$ cat src/rtl/hamming_pkg.sv
// hamming_pkg: shared Hamming(7,4) types, bit positions and data extraction
package hamming_pkg;
  typedef logic [6:0] codeword_t;
  typedef logic [3:0] data_t;
  typedef logic [2:0] syndrome_t;
  localparam int P1 = 0;
  localparam int P2 = 1;
  localparam int D0 = 2;
  localparam int P3 = 3;
  localparam int D1 = 4;
  localparam int D2 = 5;
  localparam int D3 = 6;
  function automatic data_t extract_data(codeword_t c);
    return {c[D3], c[D2], c[D1], c[D0]};
  endfunction
endpackage

$ cat src/rtl/hamming_syndrome.sv
// hamming_syndrome: combinational syndrome {s3,s2,s1} of a Hamming(7,4) codeword
module hamming_syndrome
  import hamming_pkg::*;
(
  input  codeword_t code,
  output syndrome_t syn
);
  assign syn = {code[P3] ^ code[D1] ^ code[D2] ^ code[D3],
                code[P2] ^ code[D0] ^ code[D2] ^ code[D3],
                code[P1] ^ code[D0] ^ code[D1] ^ code[D3]};
endmodule

$ cat src/rtl/module_decod_hamming.sv
// module_decod_hamming: two-stage elastic Hamming(7,4) decoder with saturating corrected-word counter
module module_decod_hamming
  import hamming_pkg::*;
#(
  parameter int CNT_W = 8
) (
  input  logic             clk,
  input  logic             rst,
  input  logic             in_valid,
  output logic             in_ready,
  input  logic [6:0]       in_code,
  output logic             out_valid,
  input  logic             out_ready,
  output logic [3:0]       out_data,
  output logic             out_err,
  output logic [2:0]       out_syn,
  input  logic             clr_cnt,
  output logic [CNT_W-1:0] err_cnt
);
  logic      s1_full;
  codeword_t s1_code;
  syndrome_t s1_syn;
  codeword_t fixed;
  logic      adv;
  logic      take;
  hamming_syndrome u_syn (.code(s1_code), .syn(s1_syn));
  assign adv      = s1_full && (!out_valid || out_ready);
  assign in_ready = !s1_full || adv;
  assign take     = in_valid && in_ready;
  assign fixed    = s1_code ^ ((s1_syn != '0) ? codeword_t'(7'd1 << (s1_syn - 3'd1)) : '0);
  // stage 1: capture accepted codeword, empty when it moves on with nothing behind it
  always_ff @(posedge clk or posedge rst) begin
    if (rst) begin
      s1_full <= 1'b0;
      s1_code <= '0;
    end else begin
      s1_full <= take ? 1'b1 : (adv ? 1'b0 : s1_full);
      if (take) s1_code <= in_code;
    end
  end
  // stage 2: load corrected result on advance, frozen while downstream stalls
  always_ff @(posedge clk or posedge rst) begin
    if (rst) begin
      out_valid <= 1'b0;
      out_data  <= '0;
      out_err   <= 1'b0;
      out_syn   <= '0;
    end else if (adv) begin
      out_valid <= 1'b1;
      out_data  <= extract_data(fixed);
      out_err   <= s1_syn != '0;
      out_syn   <= s1_syn;
    end else if (out_ready) begin
      out_valid <= 1'b0;
    end
  end
  // count corrected words as they leave; clear has priority, no wrap at full scale
  always_ff @(posedge clk or posedge rst) begin
    if (rst) err_cnt <= '0;
    else if (clr_cnt) err_cnt <= '0;
    else if (out_valid && out_ready && out_err && err_cnt != '1) err_cnt <= err_cnt + CNT_W'(1);
  end
endmodule

$ cat config.mk
export PLATFORM = sky130hd
export DESIGN_NAME = module_decod_hamming
export DESIGN_NICKNAME = d
export VERILOG_FILES = /design/src/rtl/hamming_pkg.sv /design/src/rtl/hamming_syndrome.sv /design/src/rtl/module_decod_hamming.sv
export SDC_FILE = /design/constraint.sdc
export NUM_CORES = 1
export LEC_CHECK = 0
export BUFFER_PORTS_ARGS = -buffer_cell sky130_fd_sc_hd__buf_4
export CELL_PAD_IN_SITES_DETAIL_PLACEMENT = 0
export CELL_PAD_IN_SITES_GLOBAL_PLACEMENT = 1
export CORE_MARGIN = 2
export CORE_UTILIZATION = 42
export CTS_BUF_LIST = sky130_fd_sc_hd__clkbuf_8
export CTS_CLUSTER_DIAMETER = 100
export DETAILED_ROUTE_END_ITERATION = 10
export MAX_ROUTING_LAYER = met4
export PLACE_DENSITY = 0.93
export SYNTH_ARGS = -nofsm -noshare
export SYNTH_HDL_FRONTEND = slang
export SYNTH_SLANG_ARGS = --single-unit
$ cat constraint.sdc
create_clock -name clk -period 2.3 [get_ports clk]
set_input_delay 0.23 -clock clk [delete_from_list [all_inputs] [get_ports clk]]
set_output_delay 0.23 -clock clk [all_outputs]
set_load 0.03 [all_outputs]
==> results of run 1 <==
cell families after synthesis:
| group | after synthesis |
|---|---|
| buf+inv | 4 |
| compound gates | 18 |
| simple gates | 40 |
| flops | 25 |
| xor+xnor | 14 |
| fa+ha+maj | 2 |
| mux | 10 |
power breakdown:
group,switching (mW),internal [mW]
clock,0.136,0.121
sequential,0.0808,0.528
combinational,0.414,0.333
layer usage:
metal | vias up | part of all wire (%) | track usage [%]
li1 | 469 | - | -
met1 | 457 | 39 | 18.5
met2 | 24 | 55 | 27.6
met3 | 4 | 4.6 | 2.42
met4 | 0 | 1.1 | 7.31
met5 | - | 0 | -
state kept, by name, indices dropped and copies added, names as in the netlist:
| name | flops |
|---|---|
| out_err | 1 |
| out_valid | 1 |
| s1_code | 7 |
| s1_full | 1 |
| out_data | 4 |
| out_syn | 3 |
| err_cnt | 8 |
final timing paths:
kind | from | slack (ns) | cells after the start | end
hold / removal | rst | 0.16 | 2 | out_data[3]
hold reg to reg | out_syn[0] | 0.49 | 2 | out_syn[0]
max in group asynchronous | rst | 1.52 | 2 | s1_code[6]
min in group clk | in_valid | 0.16 | 2 | s1_full
setup / recovery | s1_code[5] | 0.09 | 7 | out_data[3]
setup reg to reg | s1_code[5] | 0.09 | 7 | out_data[3]
cell type report:
class | instances | share of cell area (%)
clock buffer | 3 | 2.56
clock inverter | 1 | 0.311
multi-input combinational | 84 | 40.6
sequential | 25 | 39.0
inverter | 1 | 0.233
timing repair buffer | 32 | 14.9
tap | 31 | 2.41
Yosys cell counts, types with 3 or more instances:
cell type / count
mux2_2: 7
a31oi_1: 5
xor2_1: 6
nand4_1: 3
nand2b_1: 5
or4_1: 4
o31ai_1: 4
nand2_1: 7
and3_1: 3
o21ai_0: 5
dfrtp_1: 25
nor2_1: 12
mux2i_1: 3
xnor2_1: 6
what timing repair did:
item                                   in CTS  in global routing
pin swaps                                   2                  4
setup endpoints to repair                   3                  3
endpoints found under the hold margin       0                  0
setup buffers                               1                  2
resized for setup                           4                  5
hold buffers                                0                  0
stage by stage:
stage	instances	setup slack (ns)
after floorplan	113	0.145
after global placement	170	0.0745
after detailed placement	170	-0.0395
after CTS	175	0.0102
after global routing	177	-0.0351
final	177	0.0867
==> reports/metrics.csv, run 1 <==
metric,value,unit
status,"finished, final reports clean",
area occupied by registers,628,sq um
Placed Area,1490,sq um
hpwl dp,1.82,mm
Final Cell Area,1610,sq um
syn nets,127,
drt drc,0,
CTS tree,built,
vias in the first global route,916,
Post-synth EDFFs,0,
Synth warnings,0,
Filler cells,237,
die area,3400,sq um
"commonest cells after routing, fill and taps aside","buf_4, dfrtp_1, nor2_1, nand2_1, mux2_2",
DR WL/cell,13.8,um
# H-tree levels,1,
Vias,954,
root cell of the clock tree,clkbuf_8,
GRT overflow,0,
TritonCTS Buffers,3,
"FFs w/ async S/R, synth",100,%
Boundary Pins,30,
Core ar.,2780,sq um
Antenna Cells,0,
Synth Area in Adders,2.02,%
Final nets,161,
CP Data Required Time,2.49,ns
Max Slew Vio Count,0,
area share of the largest cell type after synthesis,50.5,%
DR iter-0 viols,41,
"Clk Latency, worst-skew pair",0.27,ns
clk buf depth,2,
mapped cell area,1240,sq um
"Seq/Total Area, Yosys",50.5,%
Critical Path Slowest Stage Cell,dfrtp_1,
layout cells sized above 1,35.6,%
crit share post-route,96.2,%
"Top FF cell, synth",dfrtp_1,
unrepaired setup endpoints after global routing,true,
"commonest non-fill, non-tap cell in the layout",buf_4,
synth top area cells,"dfrtp_1, mux2_2, xnor2_1",
worst hold-check path type,in2async,
Compound-Gate Fraction of Synth Area,9.49,%
"delay-heaviest family, CP",simple AND/OR/NAND/NOR gates,
endpoints failing setup,0,
initial antenna violation count,0,
Crit Path Category,reg2reg,
CP cell instances,xnor2_2 > buf_4 > xnor2_1 > ha_1 > or2_4 > or4_1 > a31oi_1,
Antenna Violating Nets Remaining,0,
Avg Inst Size Synth,11.0,sq um
final setup TNS,0,ns
num rows,19,
DR vias/cell,5.39,
Post-Synth Simple-Gate Area,17.0,%
CP endpoint kind,flop,
fin crit period,2.21,ns
gpl congestion,0.900,
top achievable clock speed,0.452,GHz
Pwr Density,1000,nW/um^2
delay of the slowest critical-path stage,0.44,ns
WHS,0.155,ns
largest net degree at the start of global routing,26,
worst path bufs/invs,1,
LEAKAGE,0.748,nW
post-synthesis xor/xnor area fraction,11.1,%
Detailed Routing Iterations Pass 1,4,
largest family of logic cells by synthesized area,simple AND/OR/NAND/NOR gates,
PortBufs,29,
multi-input logic area,654,sq um
power consumption,1.61,mW
VDD IR-drop max,0.000719,V
first-pass GRT wire length,4.03,mm
effective utilization at floorplan,44.6,%
die width,58.3,um
register bit total from synthesis,25,
Slew HR,38.8,%
Die Span Y,58.3,um
clock skew,0.00289,ns
Arrival @ worst endpoint,2.40,ns
cell taking the most area after synthesis,dfrtp_1,
mux cell area share after synthesis,8.78,%
Synth Instances,113,
critical path launch point type,flop,
fin util,57.9,%
clk slew on worst S/H paths,0.08,ns
final wirelength,2.44,mm
synth unique cells,28,
Worst Path Max Fanout,6,
Final Hold Vio Count,0,
max_cap viols,0,
Sinks on Clock Net,25,
GRT Total Usage,16.1,%
synthesis-to-finish area growth,30.0,%
worst slew pin tran,0.917,ns
Power figures use the tool's default switching activity.
==> run 2, diff against run 1 <==
Settings changed: REMOVE_ABC_BUFFERS set to 1.
==> run 2 against run 1 <==
  * Via count grew 1.6%
  * Hold slack lost 0.0041 ns
  * Critical path depth is the same
  * Sequential power shrank 1%
  * Sequential cell count is the same
  * Die area is the same
  * Highest routed layer unchanged
==> reports/metrics.csv, run 2 (synthesized netlist as in run 1, its figures left out) <==
metric,value,unit
status,"finished, final reports clean",
FF-to-FF path depth,7,
GRT overflow,0,
Setup WS post-layout,0.123,ns
endpoints failing setup,0,
clock skew,0.00740,ns
Core ar.,2780,sq um
synthesis-to-finish area growth,28.8,%
Final Hold Vio Count,0,
pre-CTS setup slack,-0.0261,ns
Critical R2R Launch,s1_code[2],
num rows,19,
Final nets,162,
Antenna Violating Nets Remaining,0,
"Clk Latency, worst-skew pair",0.27,ns
root cell of the clock tree,clkbuf_8,
first-pass GRT wire length,4.04,mm
Vias,969,
VDD IR-drop max,0.000689,V
vias in the first global route,951,
gpl congestion,0.872,
fin util,57.4,%
Reg2Reg Capture Point,out_data[2],
dpl cells,170,
Boundary Pins,30,
effective utilization at floorplan,44.6,%
critical path launch point type,flop,
hold-fix buffer count after cts,0,
Antenna Cells,0,
Worst Hold End,s1_full,
hold path depth,2,
GRT Total Usage,16.2,%
final wirelength,2.37,mm
fin crit period,2.18,ns
Pwr Density,989,nW/um^2
Non-Filler Instances,178,
Worst Path Max Fanout,6,
"reg-to-reg slack, setup",0.12,ns
Critical Path Slowest Stage Cell,dfrtp_2,
Reg with most FFs,err_cnt,
DR vias/cell,5.44,
Int Pwr,0.962,mW
Psw,0.616,mW
die area,3400,sq um
CP endpoint kind,flop,
die width,58.3,um
hpwl dp,1.78,mm
crit share post-route,94.7,%
Detailed Routing Iterations Pass 1,4,
Largest regs,"err_cnt: 8 flops, s1_code: 7 flops, out_data: 4 flops",
"commonest cells after routing, fill and taps aside","buf_4, dfrtp_1, nor2_1, nand2_1, mux2_2",
unrepaired setup endpoints after global routing,false,
# H-tree levels,1,
Arrival @ worst endpoint,2.37,ns
Slew HR,38.9,%
largest net degree at the start of global routing,26,
LEAKAGE,0.754,nW
clk buf depth,2,
TritonCTS Buffers,3,
DR WL/cell,13.3,um
combinational fraction of design power,45.5,%
CTS tree,built,
CP cell instances,xnor2_2 > xor2_1 > nor2_1 > ha_1 > or2_4 > or4_1 > a31oi_1,
max reg flops,8,
Crit Path Category,reg2reg,
DR iter-0 viols,44,
PortBufs,29,
initial antenna violation count,0,
Seq pwr share,38.2,%
Max Slew Vio Count,0,
sw frac,39.0,%
min-delay src,in_valid,
top achievable clock speed,0.459,GHz
Die Span Y,58.3,um
CP Data Required Time,2.49,ns
delay of the slowest critical-path stage,0.47,ns
"commonest non-fill, non-tap cell in the layout",buf_4,
clock power share,16.4,%
max_cap viols,0,
worst slew pin tran,0.915,ns
WHS,0.151,ns
layout cells sized above 1,36.1,%
worst hold-check path type,in2reg,
Sinks on Clock Net,25,
clk slew on worst S/H paths,0.09,ns
drt drc,0,
final setup TNS,0,ns
==> run 2: changes by cell type in the layout (fill, tap and decap cells not counted), sizes merged <==
cell  previous run  this run
buf             32        33
==> run 2: power by group through the flow <==
stage	combinational [mW]	sequential (mW)	clock [mW]
3_5_place_dp	0.647	0.606	0
3_3_place_gp	0.626	0.602	0
5_1_grt	0.779	0.615	0.288
2_1_floorplan	0.310	0.732	0
6_report	0.718	0.602	0.258
4_1_cts	0.680	0.601	0.270
==> run 2: area by class of cell <==
class | instances | area [sq um]
repair buffers | 33 | 248
flip-flops and latches | 25 | 628
clock inverters | 1 | 5.00
clock buffers | 3 | 41.3
well taps | 31 | 38.8
multi-input cells | 84 | 632
inverters | 1 | 3.75
fillers | 249 | 1180
==> run 2: critical path, delay by kind of cell, from the launching register on <==
family	cells	cell delay, ns
xor gates and xnor gates	2	0.44
and+or+nand+nor	3	0.73
DFF	1	0.47
adders and majority gates	1	0.29
AOI/OAI and AO/OA	1	0.17
==> run 2: worst max path at each step <==
stage | start | to | slack, ns | cells after the start
4_1_cts | s1_code[6] | out_data[2] | 0.01 | 7
3_5_place_dp | s1_code[2] | out_data[1] | -0.03 | 7
6_report | s1_code[2] | out_data[2] | 0.12 | 7
3_3_place_gp | s1_code[6] | out_data[3] | 0.07 | 7
2_1_floorplan | s1_code[2] | out_data[3] | 0.14 | 7
5_1_grt | s1_code[2] | out_data[2] | 0.02 | 7
==> run 2: stage by stage <==
stage / total power [mW] / area, sq um
floorplan: 1.04 / 1230
global placement: 1.23 / 1490
detailed placement: 1.25 / 1490
CTS: 1.55 / 1570
global route: 1.68 / 1600
finish: 1.58 / 1600
==> run 2: repair_timing <==
action / in CTS / in global routing
resized for setup: 4 / 3
endpoints found under the setup margin: 3 / 3
pin swaps: 2 / 2
setup buffers: 2 / 2
==> run 2: routing by layer <==
layer  share of wire (%)  global-route usage (%)  vias to the layer above
li1                    -                       -                      471
met1                  40                    17.9                      467
met2                  53                    29.2                       28
met3                 5.7                    2.64                        3
met4                 1.4                    5.98                        0
met5                   0                       -                        -
==> run 3, diff against run 2 <==
Settings changed: ABC_AREA set to 1, PLACE_DENSITY 0.93 to 0.94.
==> run 3 against run 2 <==
  * The run now ends with negative hold slack left
  * Largest cell class unchanged
  * First-iteration DRC count is 64% higher
  * Setup slack better by 0.18 ns
  * Critical endpoint unchanged
  * Final cell count is 47% higher
  * Hold slack worse by 0.15 ns
  * Sequential cell count stayed put
  * Synthesized cell count is 65% higher
  * Global-route usage is 0.051 points lower
  * Maximum frequency is 9.1% higher
  * Cell area is 13% higher
  * Power is 3.0% higher
  * Clock power is 2% higher
==> reports/metrics.csv, run 3 <==
metric,value,unit
GR Layer Usage met1,19.7,%
Detailed Routing Iterations Pass 1,4,
Int Pwr,0.921,mW
area share of the largest cell type after synthesis,41.3,%
"commonest cells after routing, fill and taps aside","nand2_1, buf_4, dfrtp_1, inv_1, nor2_1",
DR iter-0 viols,72,
Arrival @ worst endpoint,2.17,ns
CP endpoint kind,flop,
"Top FF cell, synth",dfrtp_1,
dpl cells,257,
WHS,-0.00128,ns
crit share post-route,86.8,%
failing checks,negative hold slack,
max_cap viols,0,
pre-CTS setup slack,0.210,ns
Vias,1253,
GRT Total Usage,16.2,%
hpwl dp,2.24,mm
LEAKAGE,0.943,nW
first-pass GRT wire length,5.13,mm
Filler cells,330,
fin util,53.2,%
combinational fraction of design power,46.2,%
num rows,21,
"Seq/Total Area, Yosys",41.3,%
Largest regs,"err_cnt: 8 flops, s1_code: 7 flops, out_data: 4 flops",
cell taking the most area after synthesis,dfrtp_1,
layout cells sized above 1,35.3,%
GRT overflow,0,
register bit total from synthesis,25,
Seq pwr share,37.7,%
met2 Use GR,27.2,%
DR vias/cell,4.80,
Final nets,230,
Synth Instances,186,
worst hold-check path type,in2async,
final setup TNS,0,ns
Slew HR,71.8,%
Antenna Violating Nets Remaining,0,
vias in the first global route,1177,
critical path launch point type,flop,
Pwr Density,902,nW/um^2
Crit Path Category,reg2reg,
Die Span Y,64.0,um
"commonest non-fill, non-tap cell in the layout",nand2_1,
Boundary Pins,30,
# H-tree levels,1,
max reg flops,8,
clk slew on worst S/H paths,0.09,ns
top achievable clock speed,0.501,GHz
fin crit period,2.00,ns
Antenna Cells,0,
synth top area cells,"dfrtp_1, nand2_1, nand2_2",
unrepaired setup endpoints after global routing,false,
endpoints failing setup,0,
gpl congestion,0.864,
Post-synth EDFFs,0,
Core ar.,3390,sq um
Synth warnings,0,
power consumption,1.63,mW
Sinks on Clock Net,25,
Reg with most FFs,err_cnt,
"Clk Latency, worst-skew pair",0.27,ns
initial antenna violation count,0,
PortBufs,29,
mapped cell area,1510,sq um
TritonCTS Buffers,3,
root cell of the clock tree,clkbuf_8,
GR Util met3,3.87,%
clock power share,16.1,%
synth unique cells,29,
clk buf depth,2,
Psw,0.705,mW
clock skew,0.00767,ns
Worst Path Max Fanout,7,
Setup WS post-layout,0.303,ns
GRT busiest layer,met2,
CTS tree,built,
final wirelength,2.93,mm
DR WL/cell,11.2,um
drt drc,0,
Final Hold Vio Count,5,
status,"complete, but fails checks",
CP Data Required Time,2.47,ns
die width,64.0,um
Non-Filler Instances,261,
most frequent cell after synthesis,nand2_1,
top post-synthesis cells by count,"nand2_1, dfrtp_1, inv_1, nor2_1, nand3_1",
effective utilization at floorplan,44.7,%
Avg Inst Size Synth,8.14,sq um
largest net degree at the start of global routing,26,
die area,4100,sq um
synthesis-to-finish area growth,19.1,%
"FFs w/ async S/R, synth",100,%
Max Slew Vio Count,0,
sw frac,43.3,%
worst slew pin tran,0.423,ns
VDD IR-drop max,0.000425,V
-- run 3: cell types whose count changed in the layout (fill, tap and decap cells not counted), sizes merged, moves of 6 or more --
cell | previous run | this run
mux2 | 7 | 1
nand2 | 7 | 56
nand4 | 3 | 9
a21oi | 0 | 7
nand3 | 1 | 15
inv | 1 | 24
nor2 | 12 | 25
-- run 3: path summary, 6_finish.rpt --
path	slack, ns	cells past startpoint	from	end
setup / recovery	0.30	11	s1_code[2]	out_data[2]
hold / removal	-0.001	3	rst	err_cnt[1]
setup reg to reg	0.30	11	s1_code[2]	out_data[2]
hold reg to reg	0.49	2	out_data[0]	out_data[0]
max in group asynchronous	2.05	3	rst	s1_code[1]
min in group clk	0.14	2	clr_cnt	err_cnt[3]
-- run 3: layer usage --
| metal | part of all wire [%] | routed length (um) |
|---|---|---|
| met2 | 51 | 1500 |
| met5 | 0 | 0 |
| met3 | 4.2 | 123 |
| met1 | 44 | 1290 |
| met4 | 0.55 | 16 |
-- run 3: cell type report --
cell class	instances	area, sq um	share of cell area (%)
clock buffer	3	41.3	2.29
clock inverter	1	5.00	0.278
inverter	25	101	5.62
multi-input combinational	131	747	41.4
sequential	25	626	34.7
tap	46	57.6	3.19
timing repair buffer	30	225	12.5
-- run 3: critical path: stages, from the launching register on --
cell and delay (ns):
dfrtp_1 0.55, clkinv_4 0.13, nand2_1 0.09, nand2_2 0.08, nand2_4 0.07, nand2_2 0.09
nor2_1 0.13, ha_1 0.26, nor2_2 0.23, nand4_1 0.13, nand3_1 0.10, nand2_1 0.05
-- run 3: through the flow --
stage / hold WS, ns / area, sq um
final: -0.00128 / 1800
after global routing: 0.0260 / 1800
after CTS: 0.0155 / 1800
after detailed placement: 0.311 / 1750
after global placement: 0.310 / 1750
after floorplan: 0.257 / 1470
-- run 3: what timing repair did --
item,in CTS,in global routing
hold buffers,0,0
setup buffers,0,0
endpoints found under the setup margin,0,3
endpoints found under the hold margin,0,0
resized for setup,0,1
-- run 3: logic make-up (layout without fill, tap and decap cells) --
| kind of cell | Yosys count | in the layout | share of synthesized area, % |
|---|---|---|---|
| mux | 1 | 1 | 0.744 |
| fa+ha+maj | 2 | 2 | 1.65 |
| xor+xnor | 6 | 6 | 3.47 |
| compound gates | 16 | 16 | 7.27 |
| simple gates | 106 | 106 | 36.0 |
| flops | 25 | 25 | 41.3 |
| buf+inv | 30 | 59 | 9.50 |
-- run 3: power by group through the flow --
| stage | Sequential, mW | Combinational, mW | Clock, mW |
|---|---|---|---|
| 2_1_floorplan | 0.749 | 0.394 | 0 |
| 3_3_place_gp | 0.622 | 0.735 | 0 |
| 3_5_place_dp | 0.623 | 0.744 | 0 |
| 4_1_cts | 0.615 | 0.746 | 0.274 |
| 5_1_grt | 0.629 | 0.839 | 0.290 |
| 6_report | 0.614 | 0.751 | 0.262 |
